### src/rtl/fifo_wr_arbiter.sv
// fifo_wr_arbiter
//   Round-robin write arbiter that lets NUM_REQ producers share the write
//   port of one synchronous FIFO. Each grant covers up to BURST_MAX words.
//   Writes are throttled using the FIFO full flag and occupancy count. The
//   registered write that is still in flight is counted, so no word is ever
//   dropped.
//
// Ports
//   clk, rst    : clock (rising edge) and asynchronous active-high reset
//   req         : per-requester "word valid"
//   req_data    : packed words, requester i at [i*DATA_W +: DATA_W]
//   ack         : one-hot, combinational; requester's word taken this cycle
//   fifo_wr_en  : registered FIFO write enable
//   fifo_din    : registered FIFO write data
//   fifo_full   : FIFO full flag
//   fifo_count  : FIFO occupancy
//   busy        : registered, high while the FSM is in GRANT (FSM debug view)
//   owner       : registered index of the current/last granted requester
//   stall_cnt   : only with FIFO_ARB_STATS_EN; saturating count of cycles
//                 in which the owner had a word but there was no FIFO space
//
// Build option
//   FIFO_ARB_STATS_EN : adds the stall_cnt output and its counter.
module fifo_wr_arbiter #(
  parameter int NUM_REQ   = 4,
  parameter int OWN_W     = 2,
  parameter int DATA_W    = 8,
  parameter int CNT_W     = 8,
  parameter int DEPTH     = 64,
  parameter int BURST_MAX = 4
) (
  input  logic                      clk,
  input  logic                      rst,
  input  logic [NUM_REQ-1:0]        req,
  input  logic [NUM_REQ*DATA_W-1:0] req_data,
  output logic [NUM_REQ-1:0]        ack,
  output logic                      fifo_wr_en,
  output logic [DATA_W-1:0]         fifo_din,
  input  logic                      fifo_full,
  input  logic [CNT_W-1:0]          fifo_count,
  output logic                      busy,
  output logic [OWN_W-1:0]          owner
`ifdef FIFO_ARB_STATS_EN
  ,
  output logic [15:0]               stall_cnt
`endif
);

  localparam int BC_W = (BURST_MAX > 1) ? $clog2(BURST_MAX) : 1;
  localparam logic [BC_W-1:0]  BURST_LAST = BC_W'(BURST_MAX - 1);
  localparam logic [CNT_W:0]   DEPTH_V    = (CNT_W + 1)'(DEPTH);

  typedef enum logic {IDLE = 1'b0, GRANT = 1'b1} state_t;

  state_t              state_q, state_d;
  logic [OWN_W-1:0]    rr_ptr_q, rr_ptr_d;
  logic [OWN_W-1:0]    owner_q, owner_d;
  logic [BC_W-1:0]     burst_cnt_q, burst_cnt_d;
  logic                fifo_wr_en_q, fifo_wr_en_d;
  logic [DATA_W-1:0]   fifo_din_q, fifo_din_d;
  logic                busy_q, busy_d;

  logic [CNT_W:0]      occ;
  logic                space_ok;
  logic                accept;
  logic                stalled;
  logic [DATA_W-1:0]   owner_word;
  logic [OWN_W-1:0]    scan_idx;
  logic [OWN_W-1:0]    pick;
  logic                found;

  // Handshake: a producer raises req[i] and holds req_data[i] stable until
  // it sees ack[i] high in the same cycle. That cycle is the transfer.
  // ack can only go to the current owner, and only when the FIFO has space.
  always_comb begin
    occ        = {1'b0, fifo_count} + {{CNT_W{1'b0}}, fifo_wr_en_q};
    space_ok   = !fifo_full && (occ < DEPTH_V);
    accept     = (state_q == GRANT) && req[owner_q] && space_ok;
    stalled    = (state_q == GRANT) && req[owner_q] && !space_ok;
    owner_word = req_data[owner_q*DATA_W +: DATA_W];
    ack        = accept ? (NUM_REQ'(1) << owner_q) : '0;
  end

  // Scan starts at rr_ptr. The first hit wins, so the requester just after
  // the last owner has the highest priority.
  always_comb begin
    found    = 1'b0;
    pick     = rr_ptr_q;
    scan_idx = rr_ptr_q;
    for (int k = 0; k < NUM_REQ; k++) begin
      scan_idx = rr_ptr_q + OWN_W'(k);
      if (!found && req[scan_idx]) begin
        found = 1'b1;
        pick  = scan_idx;
      end
    end
  end

  always_comb begin
    state_d      = state_q;
    rr_ptr_d     = rr_ptr_q;
    owner_d      = owner_q;
    burst_cnt_d  = burst_cnt_q;
    fifo_wr_en_d = accept;
    fifo_din_d   = accept ? owner_word : fifo_din_q;
    unique case (state_q)
      IDLE: begin
        if (found) begin
          owner_d     = pick;
          burst_cnt_d = '0;
          state_d     = GRANT;
        end
      end
      GRANT: begin
        if (accept) begin
          if (burst_cnt_q == BURST_LAST) begin
            state_d  = IDLE;
            rr_ptr_d = owner_q + 1'b1;
          end else begin
            burst_cnt_d = burst_cnt_q + 1'b1;
          end
        end else if (!req[owner_q]) begin
          state_d  = IDLE;
          rr_ptr_d = owner_q + 1'b1;
        end
        // Owner has a word but no space: hold the grant and burst_cnt.
      end
      default: state_d = IDLE;
    endcase
    busy_d = (state_d == GRANT);
  end

  always_ff @(posedge clk or posedge rst) begin
    if (rst) begin
      state_q      <= IDLE;
      rr_ptr_q     <= '0;
      owner_q      <= '0;
      burst_cnt_q  <= '0;
      fifo_wr_en_q <= 1'b0;
      fifo_din_q   <= '0;
      busy_q       <= 1'b0;
    end else begin
      state_q      <= state_d;
      rr_ptr_q     <= rr_ptr_d;
      owner_q      <= owner_d;
      burst_cnt_q  <= burst_cnt_d;
      fifo_wr_en_q <= fifo_wr_en_d;
      fifo_din_q   <= fifo_din_d;
      busy_q       <= busy_d;
    end
  end

  assign fifo_wr_en = fifo_wr_en_q;
  assign fifo_din   = fifo_din_q;
  assign busy       = busy_q;
  assign owner      = owner_q;

`ifdef FIFO_ARB_STATS_EN
  logic [15:0] stall_cnt_q, stall_cnt_d;

  always_comb begin
    stall_cnt_d = stall_cnt_q;
    if (stalled && (stall_cnt_q != 16'hFFFF)) stall_cnt_d = stall_cnt_q + 16'd1;
  end

  always_ff @(posedge clk or posedge rst) begin
    if (rst) stall_cnt_q <= '0;
    else     stall_cnt_q <= stall_cnt_d;
  end

  assign stall_cnt = stall_cnt_q;
`else
  logic unused_stalled;
  assign unused_stalled = stalled;
`endif

endmodule
### config.mk
export PLATFORM = sky130hd
export DESIGN_NAME = fifo_wr_arbiter
export DESIGN_NICKNAME = d
export VERILOG_FILES = /design/src/rtl/fifo_wr_arbiter.sv
export SDC_FILE = /design/constraint.sdc
export NUM_CORES = 1
export LEC_CHECK = 0
export ABC_AREA = 1
export BUFFER_PORTS_ARGS = -buffer_cell sky130_fd_sc_hd__buf_2
export CAP_MARGIN = 20
export CORE_ASPECT_RATIO = 1.25
export CORE_MARGIN = 2
export CORE_UTILIZATION = 50
export DETAILED_ROUTE_END_ITERATION = 16
export PLACE_DENSITY = 0.85
export SETUP_SLACK_MARGIN = 0.1
export SYNTH_ARGS = -nofsm -noshare
export SYNTH_HDL_FRONTEND = slang
export SYNTH_SLANG_ARGS = --single-unit
### constraint.sdc
create_clock -name clk -period 2.8 [get_ports clk]
set_input_delay 0.28 -clock clk [delete_from_list [all_inputs] [get_ports clk]]
set_output_delay 0.28 -clock clk [all_outputs]
set_load 0.02 [all_outputs]
## After elaboration in Yosys (flattened, before gate mapping)

Index checks and enable logic that the tools add are counted.

| storage, ports and cells | value |
|---|---|
| register bits | 16 |
| output and inout bits | 16 |
| logic and storage cells | 70 |

| cells by class | value |
|---|---|
| add/sub/neg operators | 6 |
| order comparisons | 6 |
| eq/ne operators | 6 |
| shift operators | 2 |
| mux-type cells | 30 |
| bitwise operators | 1 |
| reduce and logical (&&, ||, !) cells | 13 |

Operators with widths:

| kind | count |
|---|---|
| $shiftx 32x6->8 | 1 |
| $mux 2 | 9 |
| $lt 2x3->1 const B | 5 |
| $mux 1 | 13 |
| $bmux 1 s2 | 5 |
| $add 8x1->9 | 1 |
| $lt 9x7->1 const B | 1 |
| $add 2x1->2 const B | 3 |
| $logic_and 1x1->1 | 6 |
| $ne 2x2->1 const B | 3 |
| $reduce_and 3->1 | 2 |
| $add 2x2->2 const B | 2 |
| $logic_not 1->1 | 4 |
| $mux 4 | 1 |
| $ne 2x1->1 const B | 2 |
| $pmux 2 s2 | 1 |
| $shl 1x2->4 const A | 1 |
| $eq 2x2->1 const B | 1 |
| $pmux 1 s2 | 1 |
| $reduce_and 2->1 | 1 |
| $not 1->1 | 1 |

## Logic depth before layout (Yosys ltp)

| depth | value |
|---|---|
| depth in word-level cells | 14 |
| mapped depth | 13 |
| mapped depth without buffers | 12 |

## Worst setup path after synthesis

OpenSTA, ideal clock, no wires.

| timing path | value |
|---|---|
| path kind | register to output |
| start point | reg owner_q[0], in the netlist owner[0] |
| end point | out ack[2] |
| arrival | 1609 ps |
| data required time | 2520 ps |
| setup slack | 911 ps |
| stages on the path, launching flop included | 7 |
| path through | dfrtp_1 -> buf_2 -> inv_1 -> clkbuf_1 -> ha_1 -> inv_1 -> nor2_1 |

| between the ends | value |
|---|---|
| longest elaborated chain between the ends | 5 |
| elaborated cells on any way between the ends | 6 |
| classes of those cells | 1 x shift; 3 x mux; 2 x reduce/logical |

Ends and longest elaborated chain:

| item | RTL line | RTL |
|---|---|---|
| start: declaration | 57 | `logic [OWN_W-1:0] owner_q, owner_d;` |
| start signal: assignment | 145 | `owner_q <= owner_d;` |
| $bmux 1 s2 | 78 | `accept = (state_q == GRANT) && req[owner_q] && space_ok;` |
| $mux 1 (implied by the code) | 78 |  |
| $logic_and 1x1->1 | n/a |  |
| $logic_and 1x1->1 | 78 |  |
| $mux 4 (*) | 81 | `ack = accept ? (NUM_REQ'(1) << owner_q) : '0;` |
| end: declaration | 36 | `output logic [NUM_REQ-1:0] ack,` |

Every way passes the cells marked *; elsewhere a longest branch is shown, timed or not. The select of a mux whose other input is x is not followed.

## Worst setup path in the final report

| timing path | value |
|---|---|
| start point | reg owner_q[1], in the netlist owner[1] |
| end point | out ack[0] |

The elaborated chain is that of the path after synthesis.

==> flow_summary.ini <==
[clocking]
clock_latency_ns = 0.28
h-tree-depth = 1
clk_pin_slew_ns = 0.10
numClockSinks = 16
clockBufferDepth = 2
numCtsBuffers = 3
tritoncts = done
root_buffer = clkbuf_4

[timing]
max_freq_mhz = 425
hold_ws_ns = 0.0357
fin_crit_sh = 0.840
fin_ws_ns = 0.449
hold_violations = 0
grt_setup_unrepaired = no
layout_min_cycle_time_ns = 2.35
slew_viol_final = 0
tns_ns = 0
setup_viol = 0
finalClockSkew_ns = 0.00468
worst_pin_slew_ns = 0.578
relSlewSlack = 0.614

[detailed_routing]
ant_nets = 0
wire_per_inst_um = 10.3
firstDrtPassIters = 4
drc = 0
vias = 1512
vias_per_cell = 4.94
wl_um = 3150
drt_iter0_markers = 21

[synthesis]
yosysTopAreaCellShare = 0.302
synth-edff-count = 0
async_flop_share = 1.00
synth_cell_types = 23
synth_compound_area_frac = 0.130
syn_inst = 214
synth_mux_area_frac = 0
seq_area_frac_synth = 0.302
synth_warnings = 0
synthFlopType = dfrtp_1
synth-simple-area-share = 0.424
synth_seq_cells = 16
synth.most_common_cell = nand2_1
synth.avg_cell_area_um2 = 6.20
synth_area_leader_cell = dfrtp_1
synthXorXnorAreaFrac = 0
synth_common_cells = nand2_1 (56), nor2_1 (48), o21ai_0 (19), nand3_1 (18)
syn-cell-area_mm2 = 0.00133
synth_nets = 266
synth_top_family_by_area = simple AND/OR/NAND/NOR gates
synth_area_leaders = dfrtp_1 (30%), nand2_1 (16%), nor2_1 (14%)
synthAdderAreaFrac = 0.0472

[setup_path]
slowest_delay_ns = 0.56
reg2reg_from = rr_ptr_q[0]
path_class = flip-flop to output pin
rrSetupSlack_ns = 1.01
worst-path-buf-inv = 4
startpoint = owner[1]
cp_slowest_cell = dfrtp_1
cp.required_ns = 2.52
cp-end-kind = output pin
arrival_ns = 2.07
cp_max_fo = 20
start_kind = flip-flop
cp_top_family = buffers and inverters
cp_cell_sequence = inv_2, a21oi_1, o21ai_0, nand2_1, nor2_1, buf_4, inv_1, nor2_1, buf_2
path_common_cell = nor2_1

[floorplanning]
die_area_mm2 = 0.00308
die_w_um = 50.1
core_mm2 = 0.00248
io-pin-count = 63
start_util = 0.535
fp-row-count = 20
die_h_um = 61.6

[hold_path]
min_path_type = primary input to asynchronous set/reset pin

[place]
numPortBuffers = 62
hpwl_um = 2530
place.gp.congestion = 0.849
place_ws_ns = 0.694

[power_and_ir_drop]
p_leak_nw = 0.932
peakVddDrop_v = 0.000692
p_per_area_mw_per_mm2 = 1000

[grt]
track_usage = 0.211
overflow = 0
grt_first_pass_wirelength_um = 5140
grt_max_degree = 26
grt_pass1_vias = 1258
antenna_found_initial = 0

[flow_run]
drv_cap = 0

[cells_and_area]
finalNetCount = 326
area.growth.synth_to_final_pct = 26.1
n_antenna_cell = 0
layout-drive-gt1-share = 0.289

[status]
outcome = complete, no violations
-- worst paths after layout --
| kind | endpoint | cells past startpoint |
|---|---|---|
| min in group clk | fifo_din[5] | 3 |
| max | ack[0] | 9 |
| min reg2reg | burst_cnt_q[0] | 1 |
| max reg2reg | owner[0] | 11 |
| max in group asynchronous | owner[0] | 2 |
| min | fifo_din[2] | 2 |
-- registers in the layout, summed over array words and instances, names as in the netlist --
name and count:
owner 2, fifo_din 8, burst_cnt_q 2, rr_ptr_q 2
busy 1, fifo_wr_en 1
-- what timing repair did --
action,CTS,global route
resized for setup,0,1
setup buffers,0,0
setup endpoints to repair,0,2
hold buffers,0,0
-- layer usage --
metal  routed length (um)  global-route usage  part of all wire  up-vias
li1                     -                   -                 -      800
met1                 1280               0.247              0.41      667
met2                 1700               0.417              0.54       43
met3                  151              0.0218             0.048        2
met4                   14              0.0397            0.0044        0
met5                    0                   0                 0        -
-- cell families (layout without fill, tap and decap cells) --
| logic type | count (synthesis) | after routing |
|---|---|---|
| flops | 16 | 16 |
| simple gates | 133 | 133 |
| buf+inv | 28 | 87 |
| compound gates | 32 | 32 |
| fa+ha+maj | 5 | 5 |
-- final cells by class --
| class | instances | area, um^2 |
|---|---|---|
| fillers | 236 | 805 |
| multi-input cells | 170 | 797 |
| flip-flops and latches | 16 | 402 |
| repair buffers | 64 | 325 |
| inverters | 19 | 71.3 |
| well taps | 33 | 41.3 |
| clock buffers | 4 | 36.3 |
-- worst reg2reg max path, cell delays in order (launching register included) --
cell and delay [ns]:
dfrtp_1 0.62, inv_2 0.20, nand2_1 0.10, nand2_1 0.09, nand2_1 0.09, nand2_2 0.10
nor2_4 0.13, nand3_2 0.09, nand2_4 0.10, inv_1 0.05, nand2_1 0.06, nand2_1 0.05
-- where the power goes --
group          switching, W  total, W  leakage, nW  internal (W)
combinational      0.000655   0.00103        0.719      0.000376
sequential         0.000165  0.000498        0.192      0.000333
clock             0.0000728  0.000152       0.0210     0.0000791
-- cells in the final DEF (no fill, tap or decap), drive strengths merged, types with 2 or more instances in the layout --
master / Yosys / routed
a21oi: 2 / 2
a31oi: 8 / 8
buf: 8 / 64
clkbuf: 1 / 4
dfrtp: 16 / 16
ha: 5 / 5
inv: 19 / 19
nand2: 61 / 61
nand3: 19 / 19
nand4: 2 / 2
nor2: 49 / 49
o21ai: 21 / 21
-- per-stage QoR --
stage	total power (W)	instance area, um^2	std cells	utilization
2_1_floorplan	0.00129	1330	214	-
3_3_place_gp	0.00152	1640	302	0.660
3_5_place_dp	0.00154	1640	302	0.660
4_1_cts	0.00169	1670	306	0.675
5_1_grt	0.00186	1670	306	0.675
6_report	0.00168	1670	306	0.675
(Power assumes the default switching activity.)
